--- config.mk ---
export PLATFORM = sky130hd
export DESIGN_NAME = i2c_master_fsm
export DESIGN_NICKNAME = d
export VERILOG_FILES = /design/src/rtl/i2c_master_fsm.sv
export SDC_FILE = /design/constraint.sdc
export NUM_CORES = 1
export LEC_CHECK = 0
export CORE_AREA = 2 2 93 95
export DETAILED_ROUTE_END_ITERATION = 8
export DIE_AREA = 0 0 95 97
export PLACE_DENSITY = 0.51
export SYNTH_ARGS = -nofsm -noshare
export SYNTH_HDL_FRONTEND = slang
export SYNTH_SLANG_ARGS = --single-unit
--- constraint.sdc ---
create_clock -name clk -period 2 [get_ports clk]
set_input_delay 0.2 -clock clk [delete_from_list [all_inputs] [get_ports clk]]
set_output_delay 0.2 -clock clk [all_outputs]
set_load 0.005 [all_outputs]
--- src/rtl/i2c_master_fsm.sv ---
// I2C master byte sequencer: START, address/rw frame, write/read bytes, ACK handling, STOP.
// Optional macro I2C_NACK_ABORT_EN: a slave NACK forces the transaction to STOP.
module i2c_master_fsm #(
  parameter int ADDR_W = 7
) (
  input  logic              clk,
  input  logic              rst,
  input  logic              data_clk,
  input  logic              ena,
  input  logic [ADDR_W-1:0] addr,
  input  logic              rw,
  input  logic [7:0]        data_wr,
  input  logic              sda_in,
  output logic              sda_drv_low,
  output logic              scl_not_ena,
  output logic              busy,
  output logic [7:0]        data_rd,
  output logic              rd_valid,
  output logic              ack_error
);

  localparam int CNT_W = (ADDR_W > 7) ? $clog2(ADDR_W + 1) : 3;

  typedef enum logic [3:0] {IDLE, START, CMD, SACK1, WR, RD, SACK2, MACK, STOP} state_t;

  state_t             state_reg, state_next;
  logic [ADDR_W:0]    cmd_reg, cmd_next;
  logic [7:0]         wr_reg, wr_next;
  logic [7:0]         rx_reg, rx_next;
  logic [7:0]         rd_reg, rd_next;
  logic [CNT_W-1:0]   cnt_reg, cnt_next, cnt_dec;
  logic               dclk_prev_reg;
  logic               sda_reg, sda_next;
  logic               scl_reg, scl_next;
  logic               busy_reg, busy_next;
  logic               ack_err_reg, ack_err_next;
  logic               rdv_reg, rdv_next;
  logic               rise, fall, same_cmd, nack_abort;

  assign rise     = data_clk & ~dclk_prev_reg;
  assign fall     = ~data_clk & dclk_prev_reg;
  assign same_cmd = ena && ({addr, rw} == cmd_reg);
  assign cnt_dec  = cnt_reg - 1'b1;

`ifdef I2C_NACK_ABORT_EN
  // ack_error is cleared at START, so it only reflects NACKs of the current transaction.
  assign nack_abort = ack_err_reg;
`else
  assign nack_abort = 1'b0;
`endif

  always_ff @(posedge clk) begin
    if (rst) begin
      state_reg     <= IDLE;
      cmd_reg       <= '0;
      wr_reg        <= '0;
      rx_reg        <= '0;
      rd_reg        <= '0;
      cnt_reg       <= CNT_W'(ADDR_W);
      dclk_prev_reg <= 1'b0;
      sda_reg       <= 1'b0;
      scl_reg       <= 1'b1;
      busy_reg      <= 1'b0;
      ack_err_reg   <= 1'b0;
      rdv_reg       <= 1'b0;
    end else begin
      state_reg     <= state_next;
      cmd_reg       <= cmd_next;
      wr_reg        <= wr_next;
      rx_reg        <= rx_next;
      rd_reg        <= rd_next;
      cnt_reg       <= cnt_next;
      dclk_prev_reg <= data_clk;
      sda_reg       <= sda_next;
      scl_reg       <= scl_next;
      busy_reg      <= busy_next;
      ack_err_reg   <= ack_err_next;
      rdv_reg       <= rdv_next;
    end
  end

  always_comb begin
    state_next   = state_reg;
    cmd_next     = cmd_reg;
    wr_next      = wr_reg;
    rx_next      = rx_reg;
    rd_next      = rd_reg;
    cnt_next     = cnt_reg;
    sda_next     = sda_reg;
    scl_next     = scl_reg;
    busy_next    = busy_reg;
    ack_err_next = ack_err_reg;
    rdv_next     = 1'b0;

    // Falling edges sample the bus; rising edges advance the sequence.
    if (fall) begin
      scl_next = (state_reg == IDLE) || (state_reg == STOP);
      if (state_reg == RD)
        rx_next = {rx_reg[6:0], sda_in};
      if (((state_reg == SACK1) || (state_reg == SACK2)) && sda_in)
        ack_err_next = 1'b1;
    end

    if (rise) begin
      unique case (state_reg)
        IDLE: begin
          if (ena) begin
            cmd_next   = {addr, rw};
            wr_next    = data_wr;
            busy_next  = 1'b1;
            sda_next   = 1'b1;
            state_next = START;
          end else begin
            busy_next  = 1'b0;
          end
        end
        START: begin
          ack_err_next = 1'b0;
          cnt_next     = CNT_W'(ADDR_W);
          sda_next     = ~cmd_reg[ADDR_W];
          state_next   = CMD;
        end
        CMD: begin
          if (cnt_reg == '0) begin
            sda_next   = 1'b0;
            state_next = SACK1;
          end else begin
            cnt_next   = cnt_dec;
            sda_next   = ~cmd_reg[cnt_dec];
          end
        end
        SACK1: begin
          cnt_next = CNT_W'(7);
          if (nack_abort) begin
            sda_next   = 1'b1;
            state_next = STOP;
          end else if (!cmd_reg[0]) begin
            sda_next   = ~wr_reg[7];
            state_next = WR;
          end else begin
            sda_next   = 1'b0;
            state_next = RD;
          end
        end
        WR: begin
          if (cnt_reg == '0) begin
            sda_next   = 1'b0;
            state_next = SACK2;
          end else begin
            cnt_next   = cnt_dec;
            sda_next   = ~wr_reg[cnt_dec[2:0]];
          end
        end
        RD: begin
          if (cnt_reg == '0) begin
            rd_next    = rx_reg;
            rdv_next   = 1'b1;
            sda_next   = same_cmd;   // ACK only when another byte is wanted
            state_next = MACK;
          end else begin
            cnt_next   = cnt_dec;
          end
        end
        SACK2, MACK: begin
          if ((state_reg == SACK2) && nack_abort) begin
            sda_next   = 1'b1;
            state_next = STOP;
          end else if (same_cmd) begin
            cnt_next = CNT_W'(7);
            if (state_reg == SACK2) begin
              wr_next    = data_wr;
              sda_next   = ~data_wr[7];
              state_next = WR;
            end else begin
              sda_next   = 1'b0;
              state_next = RD;
            end
          end else if (ena) begin
            cmd_next   = {addr, rw};
            wr_next    = data_wr;
            sda_next   = 1'b1;
            state_next = START;
          end else begin
            sda_next   = 1'b1;
            state_next = STOP;
          end
        end
        STOP: begin
          sda_next   = 1'b0;
          busy_next  = 1'b0;
          state_next = IDLE;
        end
        default: state_next = IDLE;
      endcase
    end
  end

  assign sda_drv_low = sda_reg;
  assign scl_not_ena = scl_reg;
  assign busy        = busy_reg;
  assign data_rd     = rd_reg;
  assign rd_valid    = rdv_reg;
  assign ack_error   = ack_err_reg;

endmodule
==> results_dict.tcl <==
set metrics [dict create \
    ant_nets 0 \
    worst_pin_slew_ns 0.450 \
    ios 34 \
    grt_usage_pct 14.0 \
    slew_headroom_pct 69.7 \
    synthesis.area_per_instance_um2 9.01 \
    post-route-min-period_ns 1.89 \
    core_area_um2 8130 \
    finalMaxSlewViolations 0 \
    period_share_pct 94.7 \
    holdPathStages 3 \
    num_vias 2102 \
    status "finished, final reports clean" \
    worstSetupStartpoint "state_reg[1]" \
    r2r_slack_ns 0.11 \
    insertedDiodeCount 0 \
    peakVddDrop_mv 0.278 \
    yosysTopAreaCellShare_pct 37.6 \
    path_max_fanout 8 \
    fp-row-count 33 \
    synth_xor_area_share_pct 3.65 \
    synth_fa_ha_area_share_pct 1.04 \
    utilization_pct 38.4 \
    synth_area_leaders "dfxtp_1, mux2i_1, a21oi_1" \
    critPathCaptureType "flip-flop" \
    cp_data_arrival_time_ns 2.15 \
    grt-ovfl-total 0 \
    grt_first_pass_wirelength_um 10000 \
    ys_types 50 \
    ys_warn_count 0 \
    cts_buffers 5 \
    synthFlopType "dfxtp_1" \
    yosysSeqAreaShare_pct 37.6 \
    power.density_nw_per_um2 586 \
    grt_max_degree 21 \
    cap_violations 0 \
    required_ns 2.26 \
    antenna_found_initial 0 \
    path_cells "buf_4 > nor3_1 > a21oi_1 > or3_1 > a21oi_2 > a31o_2" \
    die_area_um2 9220 \
    finish.net_count 343 \
    synth_fp_nets 289 \
    cts.path.max_buffers 2 \
    drc 0 \
    numPortBuffers 33 \
    cts-root-buf "clkbuf_8" \
    first_pass_iters 4 \
    synthArstFlopShare_pct 0 \
    dpl.hpwl_um 4530 \
    start_util_pct 29.5 \
    clkLatencyLatePin_ns 0.31 \
    r2r_end "cmd_reg[0]" \
    post_cts_buffers 0 \
    vias_per_cell 4.93 \
    area_delta_synth_final_pct 30.3 \
    hp-class "in2reg" \
    start_kind "flip-flop" \
    cts_tree "done" \
    setup-violations-final 0 \
    cts-htree-levels 2 \
    rsz0062_at_grt "no" \
    synthSimpleGateAreaFrac_pct 19.1 \
    grt_pass1_vias 2008 \
    reg2regPathDepth 6 \
    drt_first_iter_violations 147 \
    synthCells 266 \
    leakagePower_uw 0.00126 \
    crit_type "reg2reg" \
    synth_edf_count 0 \
    clock_skew_ns 0.00801 \
    r2r_start "state_reg[1]" \
    gp_congestion 0.822 \
    synth_area_um2 2400 \
    yosysTopAreaCell "dfxtp_1" \
    synth.area.mux_share_pct 11.7 \
    die_height_um 97 \
    clock-sinks 45 \
    drive_gt1_share_pct 23.7 \
    cp_slowest_cell "or3_1" \
    cts.reportedPaths.clkPinSlew_ns 0.10 \
    hold_path.startpoint "data_wr[6]" \
    slowest_delay_ns 0.39 \
    hold_buffers 0 \
    synth_compound_area_share_pct 21.5 \
    worst_hold_slack_ns 0.456 \
    fp.dieW_um 95 \
    synth_top_family_by_area "compound AO/OA/AOI/OAI gates" \
    max_freq_mhz 528 \
    drt-total-wl_um 6020 \
    avgRoutedWirePerCell_um 14.1 \
    finalHoldViolCount 0 \
    ys_ff_latch 45 \
]
[through the flow]
stage                     total power (uW)  worst slack, ns  cell area (um2)  setup TNS [ns]  std cells
after floorplan                       1100            0.133             2400               0        266
after detailed placement              1240           -0.114             3020          -0.600        418
final                                 1830            0.107             3120               0        426
after global placement                1240          -0.0532             3020          -0.470        418
after CTS                             1850           0.0782             3120               0        426
after global routing                  1920         0.000104             3120               0        426
[cells by family after synthesis]
family,count (synthesis)
AND/OR/NAND/NOR,87
adder cells (fa/ha/maj),2
buffers and inverters,26
multiplexers,23
XOR/XNOR,10
AO/OA/AOI/OAI,73
flip-flops,45
[report_power, final]
part / switching, uW / internal, uW
sequential: 22.0 / 920
clock: 356 / 253
combinational: 134 / 145
total: 512 / 1320
[synth_stat cells, types with 3 or more instances]
cell and count:
nand3_1 3, nor2_1 26, clkbuf_1 11, nand2b_1 7, o211ai_2 8, o21ai_0 12, or3_1 5, and3_1 3
inv_1 4, nor3_1 8, dfxtp_1 45, nor2b_1 3, buf_2 6, a211oi_1 3, nand2_1 16, a31o_2 6
mux4_2 4, a21oi_1 26, a21oi_2 3, mux2i_1 18, xnor2_1 10
[cell type report]
type,count,area [um2]
Clock inverter,3,25.0
Sequential cell,45,903
Inverter,5,18.8
Tap cell,105,131
Timing Repair Buffer,68,606
Fill cell,837,5010
Multi-Input combinational cell,195,1370
Clock buffer,5,68.8
[per-layer routing]
metal	track usage, %	wire length, um	vias up
li1	-	-	1067
met5	0	0	-
met3	2.65	197	7
met1	19.5	2920	992
met4	4.79	112	0
met2	21.5	2790	36
[how the worst max path moves through the flow]
stage,end,cells after the start
after global routing,sda_drv_low,7
after CTS,state_reg[0],6
after detailed placement,cnt_reg[0],7
final,cmd_reg[0],6
after floorplan,sda_drv_low,8
after global placement,cnt_reg[0],7
[what timing repair did]
| item | CTS | global route |
|---|---|---|
| setup endpoints to repair | 0 | 13 |
| gates resized for setup | 0 | 4 |
| endpoints found under the hold margin | 0 | 0 |
[worst max-delay path: cells and delay by family, from the launching register on]
family / cells / cell delay (ns)
and+or+nand+nor: 2 / 0.64
AOI/OAI and AO/OA: 3 / 0.70
buffers and inverters: 1 / 0.16
DFF: 1 / 0.35
[cell usage in the layout (no fill, tap or decap), drive strengths merged, types with 2 or more instances in the layout]
cell type      count
dfxtp             45
buf               35
clkdlybuf4s50     33
a21oi             29
nor2              26
mux2i             18
nand2             16
o21ai             12
xnor2             10
nor3               9
o211ai             9
nand2b             8
a31o               8
inv                6
or3                5
clkbuf             5
mux4               4
nand3              3
nor2b              3
and3               3
a211oi             3
or2                3
nor4               3
nand3b             2
a21boi             2
nor4b              2
a31oi              2
o32ai              2
ha                 2
(Power assumes the default switching activity.)
